## config.mk

```make
export PLATFORM = sky130hd
export DESIGN_NAME = instr_fetch
export DESIGN_NICKNAME = d
export VERILOG_FILES = /design/src/rtl/cpu_pkg.sv /design/src/rtl/pc_reg.sv /design/src/rtl/instr_fetch.sv
export SDC_FILE = /design/constraint.sdc
export NUM_CORES = 1
export LEC_CHECK = 0
export CORE_MARGIN = 8
export CORE_UTILIZATION = 37
export CTS_CLUSTER_DIAMETER = 40
export CTS_CLUSTER_SIZE = 14
export DETAILED_ROUTE_END_ITERATION = 10
export GPL_TIMING_DRIVEN = 0
export HOLD_SLACK_MARGIN = 0.1
export PLACE_DENSITY = 0.72
export SYNTH_ARGS = -nofsm -noshare
export SYNTH_HDL_FRONTEND = slang
export SYNTH_SLANG_ARGS = --single-unit
export TNS_END_PERCENT = 1
```

## constraint.sdc

```tcl
create_clock -name clk -period 1.7 [get_ports clk]
set_input_delay 0.34 -clock clk [delete_from_list [all_inputs] [get_ports clk]]
set_output_delay 0.34 -clock clk [all_outputs]
set_load 0.02 [all_outputs]
```

## src/rtl/cpu_pkg.sv

```systemverilog
// rtl/cpu_pkg.sv - shared CPU widths, opcode field layout and fetch-state enum
package cpu_pkg;

  localparam int ADDR_W_DEF  = 4;
  localparam int INSTR_W_DEF = 26;

  localparam int OPC_HI = 25;
  localparam int OPC_LO = 22;
  localparam logic [OPC_HI-OPC_LO:0] OP_HALT = 4'hF;

  typedef enum logic [1:0] {
    S_IDLE   = 2'd0,
    S_RUN    = 2'd1,
    S_HALTED = 2'd2
  } fetch_state_e;

endpackage

```

## src/rtl/pc_reg.sv

```systemverilog
// rtl/pc_reg.sv - program counter with load and wrapping increment
module pc_reg #(
  parameter int ADDR_W = 4
) (
  input  logic              clk,
  input  logic              reset,
  input  logic              load,
  input  logic [ADDR_W-1:0] load_val,
  input  logic              inc,
  output logic [ADDR_W-1:0] pc
);

  logic [ADDR_W-1:0] pc_q, pc_d;

  // Load beats increment; increment wraps naturally at 2^ADDR_W.
  always_comb begin
    pc_d = pc_q;
    if (load)
      pc_d = load_val;
    else if (inc)
      pc_d = pc_q + ADDR_W'(1);
  end

  always_ff @(posedge clk or posedge reset) begin
    if (reset)
      pc_q <= '0;
    else
      pc_q <= pc_d;
  end

  assign pc = pc_q;

endmodule

```

## src/rtl/instr_fetch.sv

```systemverilog
// rtl/instr_fetch.sv - fetch FSM presenting instr_mem words to decode via valid/ready
module instr_fetch
  import cpu_pkg::*;
#(
  parameter int ADDR_W  = ADDR_W_DEF,
  parameter int INSTR_W = INSTR_W_DEF
) (
  input  logic               clk,
  input  logic               reset,
  input  logic               start,
  output logic [ADDR_W-1:0]  prog_pointer,
  input  logic [INSTR_W-1:0] opcode,
  output logic               mem_we,
  input  logic               branch_valid,
  input  logic [ADDR_W-1:0]  branch_target,
  output logic [INSTR_W-1:0] instr_out,
  output logic [ADDR_W-1:0]  instr_pc,
  output logic               instr_valid,
  input  logic               instr_ready,
  output logic               halted,
  output logic [7:0]         fetch_count
);

  fetch_state_e       state_q;
  logic [INSTR_W-1:0] instr_out_q;
  logic [ADDR_W-1:0]  instr_pc_q;
  logic               instr_valid_q;
  logic               halted_q;
  logic [7:0]         fetch_count_q;

  logic [ADDR_W-1:0]  pc;
  logic               pc_load;
  logic [ADDR_W-1:0]  pc_load_val;
  logic               pc_inc;
  logic               capture;
  logic               is_halt;

  assign capture = !instr_valid_q || instr_ready;
  assign is_halt = (opcode[OPC_HI:OPC_LO] == OP_HALT);

  // A captured HALT word leaves the PC parked on itself.
  always_comb begin
    pc_load     = 1'b0;
    pc_load_val = '0;
    pc_inc      = 1'b0;
    if (state_q == S_IDLE) begin
      pc_load = start;
    end else if (branch_valid) begin
      pc_load     = 1'b1;
      pc_load_val = branch_target;
    end else if (state_q == S_RUN && capture && !is_halt) begin
      pc_inc = 1'b1;
    end
  end

  pc_reg #(.ADDR_W(ADDR_W)) u_pc_reg (
    .clk      (clk),
    .reset    (reset),
    .load     (pc_load),
    .load_val (pc_load_val),
    .inc      (pc_inc),
    .pc       (pc)
  );

  always_ff @(posedge clk or posedge reset) begin
    if (reset) begin
      state_q       <= S_IDLE;
      instr_out_q   <= '0;
      instr_pc_q    <= '0;
      instr_valid_q <= 1'b0;
      halted_q      <= 1'b0;
      fetch_count_q <= '0;
    end else begin
      case (state_q)
        S_IDLE: begin
          if (start)
            state_q <= S_RUN;
        end
        S_RUN: begin
          if (branch_valid) begin
            instr_valid_q <= 1'b0;
          end else if (capture) begin
            instr_out_q   <= opcode;
            instr_pc_q    <= pc;
            instr_valid_q <= 1'b1;
            if (fetch_count_q != 8'hFF)
              fetch_count_q <= fetch_count_q + 8'd1;
            if (is_halt) begin
              state_q  <= S_HALTED;
              halted_q <= 1'b1;
            end
          end
        end
        S_HALTED: begin
          if (branch_valid) begin
            instr_valid_q <= 1'b0;
            state_q       <= S_RUN;
            halted_q      <= 1'b0;
          end else if (instr_ready) begin
            instr_valid_q <= 1'b0;
          end
        end
        default: begin
          state_q  <= S_IDLE;
          halted_q <= 1'b0;
        end
      endcase
    end
  end

  assign prog_pointer = pc;
  assign mem_we       = 1'b0;
  assign instr_out    = instr_out_q;
  assign instr_pc     = instr_pc_q;
  assign instr_valid  = instr_valid_q;
  assign halted       = halted_q;
  assign fetch_count  = fetch_count_q;

endmodule

```

# ---- Word-level counts from Yosys, hierarchy flattened
# Cells that the tools add are included.
dict set report totals {
  ff_bits 46
  in_bits 35
  out_inout_bits 45
}
dict set report op_classes {
  n_addsub 2
  n_eq_ne 11
  mux 25
  n_bitwise 2
  n_reduce_logical 13
}
# op n
set ops {}
lappend ops {{$mux W4} 4}
lappend ops {{$mux W1} 13}
lappend ops {{$mux W2} 5}
lappend ops {{$ne A2 B2 Y1 const B} 5}
lappend ops {{$reduce_and A5 Y1} 2}
lappend ops {{$add A8 B1 Y8 const B} 1}
lappend ops {{$ne A8 B8 Y1 const B} 1}
lappend ops {{$ne A3 B3 Y1 const B} 2}
lappend ops {{$pmux W2 S3} 1}
lappend ops {{$reduce_and A3 Y1} 2}
lappend ops {{$add A4 B1 Y4 const B} 1}
lappend ops {{$eq A4 B4 Y1 const B} 1}
lappend ops {{$reduce_and A4 Y1} 1}
lappend ops {{$reduce_bool A2 Y1} 2}
lappend ops {{$pmux W1 S3} 1}
lappend ops {{$eq A2 B1 Y1 const B} 1}
lappend ops {{$eq A2 B2 Y1 const B} 1}
lappend ops {{$logic_and A1 B1 Y1} 2}
lappend ops {{$logic_not A1 Y1} 2}
lappend ops {{$logic_not A2 Y1} 1}
lappend ops {{$not A1 Y1} 2}
lappend ops {{$pmux W1 S2} 1}
lappend ops {{$logic_or A1 B1 Y1} 1}

# ---- Logic depth before layout (Yosys ltp)
dict set report depth {
  ltp_word 9
  depth_mapped 7
  mapped_depth_nobuf 5
}

# ---- Hierarchy
# A second synthesis with hierarchy kept.
dict set report unflattened {
  hier_cells 216
  area_unflattened_um2 2001.9
}
# mod n_inst cells_per_inst area_each_um2
set modules_own_cells {}
lappend modules_own_cells {instr_fetch 1 197 1801.7}
lappend modules_own_cells {pc_reg 1 19 200.2}

# ---- Worst setup path after synthesis
# OpenSTA, ideal clock, no wires.
dict set report synth_timing {
  kind {reg2reg}
  from {register instr_valid_q (netlist: instr_valid)}
  to {register fetch_count_q[4] (netlist: fetch_count[4])}
  setup_time_ns 0.080
  t_arrival_ns 1.593
  required_ns 1.620
  path_slack_ns 0.027
  path_stages_with_launch 6
  period_less_slack_ns 1.673
  cell_sequence {dfrtp_1 > nor2b_1 > or3_1 > buf_4 > nor4b_2 > xor2_1}
}
dict set report synth_between {
  elab_chain_cells 3
}
# item line
set synth_rtl {}
lappend synth_rtl {{start: declaration} instr_fetch.sv:27} ;# logic instr_valid_q;
lappend synth_rtl {{start signal: assignment} instr_fetch.sv:70} ;# instr_valid_q <= 1'b0;
lappend synth_rtl {{start signal: assignment} instr_fetch.sv:81} ;# instr_valid_q <= 1'b0;
lappend synth_rtl {{start signal: assignment} instr_fetch.sv:85} ;# instr_valid_q <= 1'b1;
lappend synth_rtl {{$logic_not A1 Y1} instr_fetch.sv:38} ;# assign capture = !instr_valid_q || instr_ready;
lappend synth_rtl {{$logic_or A1 B1 Y1} instr_fetch.sv:38}
lappend synth_rtl {{$reduce_and A4 Y1 (no source line)} --}
lappend synth_rtl {{end signal: assignment} instr_fetch.sv:87} ;# fetch_count_q <= fetch_count_q + 8'd1;
lappend synth_rtl {{end: declaration} instr_fetch.sv:29} ;# logic [7:0] fetch_count_q;
# No other way between the ends.
# A chain may end at the register's enable or synchronous reset.

# ---- Worst setup path after layout
dict set report layout_timing {
  from {register state_q[1]}
  to {register fetch_count_q[4] (netlist: fetch_count[4])}
}
dict set report layout_between {
  elab_chain_cells 2
}
# item line
set layout_rtl {}
lappend layout_rtl {{start: declaration} instr_fetch.sv:24} ;# fetch_state_e state_q;
lappend layout_rtl {{start signal: assignment} instr_fetch.sv:67} ;# state_q <= S_IDLE;
lappend layout_rtl {{start signal: assignment} instr_fetch.sv:77} ;# state_q <= S_RUN;
lappend layout_rtl {{start signal: assignment} instr_fetch.sv:89} ;# state_q <= S_HALTED;
lappend layout_rtl {{$eq A2 B1 Y1} instr_fetch.sv:74} ;# case (state_q)
lappend layout_rtl {{$reduce_and A4 Y1 (no source line)} --}
# No other way between the ends.

==> impl_results.md <==
- Failing checks: setup timing
- Synth cell types: 32
- Startpoint types: flop
- Hold Buf Count CTS: 0
- Fin Setup TNS: -20.2 ps
- Status: complete, but fails checks
- Top-count cell post-synth: nand2_1
- Total GRT Usage: 13.5%
- Die height: 89.7 um
- Reg2reg setup slack: -20 ps
- Slowest stage delay, CP: 380 ps
- Placer Congestion: 0.748
- Clock skew: 5.90 ps
- Area of the core: 5370 um^2
- Post-synthesis sequential area ratio: 57.3%
- Leakage: 1.47 nW
- R2R Path Start: state_q[1]$_DFFE_PP0P_
- Layout cell share with drive strength beyond 1: 9.03%
- Detailed-route DRC error count: 0
- Final worst slack: -20.2 ps
- Critical-path cell list: buf_6, nand2b_4, or3_1, buf_6, nor4b_2, xor2_1
- Drt first pass iters: 4
- Register area: 1150 um^2
- Post-synthesis async set-or-reset flop share: 100%
- Tmin final: 1720 ps
- R2R cell count: 6
- Final net count: 335
- Vias: 1,722
- Root buf cell: clkbuf_8
- R2r endpoint: fetch_count[4]$_DFFE_PP0P_
- Largest net degree at the start of global routing: 26
- Slowest-stage cell, CP: dfrtp_1
- Ys Warns: 0
- Ranking of synthesized cells by area: dfrtp_1 (57%), nand2_1 (18%), a22o_1 (2.6%)
- H-tree depth: 2
- Drt via density: 4.64
- Max reg flops: 26
- Mapped Cells: 213
- Delay-heaviest family, CP: simple AND/OR/NAND/NOR gates
- Post-synth top area share: 57.3%
- CP Capture Type: flop
- Yosys top cell by area: dfrtp_1
- Most frequent cells after synthesis: nand2_1 (94), dfrtp_1 (46), clkbuf_1 (7)
- Req. time, crit path: 1920 ps
- Initial antenna violation count: 0
- Main combinational cell family by area after synthesis: simple AND/OR/NAND/NOR gates
- WP buf/inv: 2
- Synth Flop Type: dfrtp_1
- DR iter-0 viols: 49
- Slew Viols, Final: 0
- Total power: 0.00560 W
- Worst-path fanout max: 10
- Register bit count reported by yosys: 46
- Mean Syn Cell Area: 9.43 um^2
- CP dominant cell by count: buf_6
- Die area: 8040 um^2
- Clk_lat worst skew: 290 ps
- P&R area growth vs syn: 51.7%
- XOR/XNOR share of the synthesized area: 2.62%
- Number of max-cap violations: 0
- TritonCTS Buffers: 5
- Synthesized Nets: 250
- Clock tree sinks: 46
- Hold crit path type: input pin to async pin
- Initial Utilization: 37.4%
- Total wire length: 5240 um
- Pre-CTS setup slack: -394 ps
- CTS tree: yes
- Detailed-route wire length per cell: 14.1 um
- PwrDens: 1840 nW/um^2
- Dpl hpwl: 4010 um
- VDD IR max: 996 uV
- Synth Area in Adders: 1.25%
- FILL cells: 488
- Type of the worst setup path: flop to flop
- # IOs: 80
- Final Hold Fails: 0
- RSZ-0062 raised after global routing: true
- Post-Synth Simple-Gate Area: 26.0%
- Synth Area in Compound Gates: 7.23%
- Number of synthesized flops with an enable pin: 0
- Part of the cycle the worst path needs: 101%
- CTS Buffer Depth: 2
- IO buf count: 77
- Final setup fails: 1
- Mux share of post-synthesis cell area: 2.18%
- ANT nets after route: 0
- First-pass GRT wire length: 8380 um
- Vias in the first global route: 1,769
- Ant diodes: 0
- Die width: 89.7 um
- Mapped Area: 2010 um^2
- Clk pin slew, worst setup/hold paths: 90 ps
- Area occupied by multi-input gates: 816 um^2
- Gr ovfl total: 0
- Fmax: 0.581 GHz
- Crit path arrival time: 1940 ps
- FP Rows: 27
routing by layer:
layer | global-route usage, % | vias up | wire, um
li1 | - | 861 | -
met1 | 16.1 | 808 | 2200
met2 | 22.5 | 48 | 2550
met3 | 4.82 | 5 | 462
met4 | 3.17 | 0 | 28
met5 | 0 | - | 0
power breakdown:
part | internal, W | switching, W
clock network | 0.000437 | 0.000368
registers | 0.00160 | 0.000364
logic | 0.00130 | 0.00153
total | 0.00334 | 0.00226
what timing repair did:
item | CTS | global route
pin swaps | 0 | 3
endpoints found under the setup margin | 43 | 45
hold endpoints to repair | 0 | 0
buffers inserted | 0 | 0
gates resized for setup | 11 | 17
final cells by class:
type                       instances  share of cell area (%)
buffer                            11                    2.26
clock buffer                       5                    2.26
clock inverter                     3                    1.48
inverter                           2                   0.247
multi-input combinational        154                    26.8
sequential                        46                    37.8
tap                               72                    2.96
timing repair buffer              78                    26.2
how the worst max path moves through the flow:
stage	from	endpoint	slack (ps)	cells past startpoint
6_report	state_q[1]$_DFFE_PP0P_	fetch_count[4]$_DFFE_PP0P_	-20	6
4_1_cts	state_q[1]$_DFFE_PP0P_	fetch_count[7]$_DFFE_PP0P_	-60	6
5_1_grt	state_q[1]$_DFFE_PP0P_	fetch_count[4]$_DFFE_PP0P_	-90	6
3_5_place_dp	instr_ready	fetch_count[6]$_DFFE_PP0P_	-390	5
2_1_floorplan	instr_valid$_DFFE_PP0P_	fetch_count[4]$_DFFE_PP0P_	30	5
3_3_place_gp	reset	u_pc_reg.pc[1]$_DFFE_PP0P_	-710	2
cells in the final DEF (no fill, tap or decap), drive strengths merged, types with 2 or more instances in the layout:
cell	n
mux2	3
xor2	6
a22o	6
nand3	5
o22ai	2
buf	8
nor3	3
nor2	6
o21ai	4
clkinvlp	2
ha	2
dlygate4sd2	6
clkbuf	9
nor2b	3
dlymetal6s2s	6
nand2	94
clkdlybuf4s50	65
dfrtp	46
a21oi	5
nand4	2
inv	2
o21a	2
nor4	2
cell families after synthesis:
logic type / count (synthesis)
simple gates: 120
mux: 4
fa+ha+maj: 2
buf+inv: 13
other cells: 1
xor+xnor: 6
compound gates: 21
flops: 46
metrics by stage:
stage          instance area, um^2  std cells  hold WS (ps)  utilization, %
6_report                      3050        371           373            56.7
2_1_floorplan                 2010        213           445               -
3_5_place_dp                  2890        363           462            53.8
4_1_cts                       3010        371           391            56.0
5_1_grt                       3050        371           405            56.7
3_3_place_gp                  2870        362           457            53.4
(Power assumes the default switching activity.)
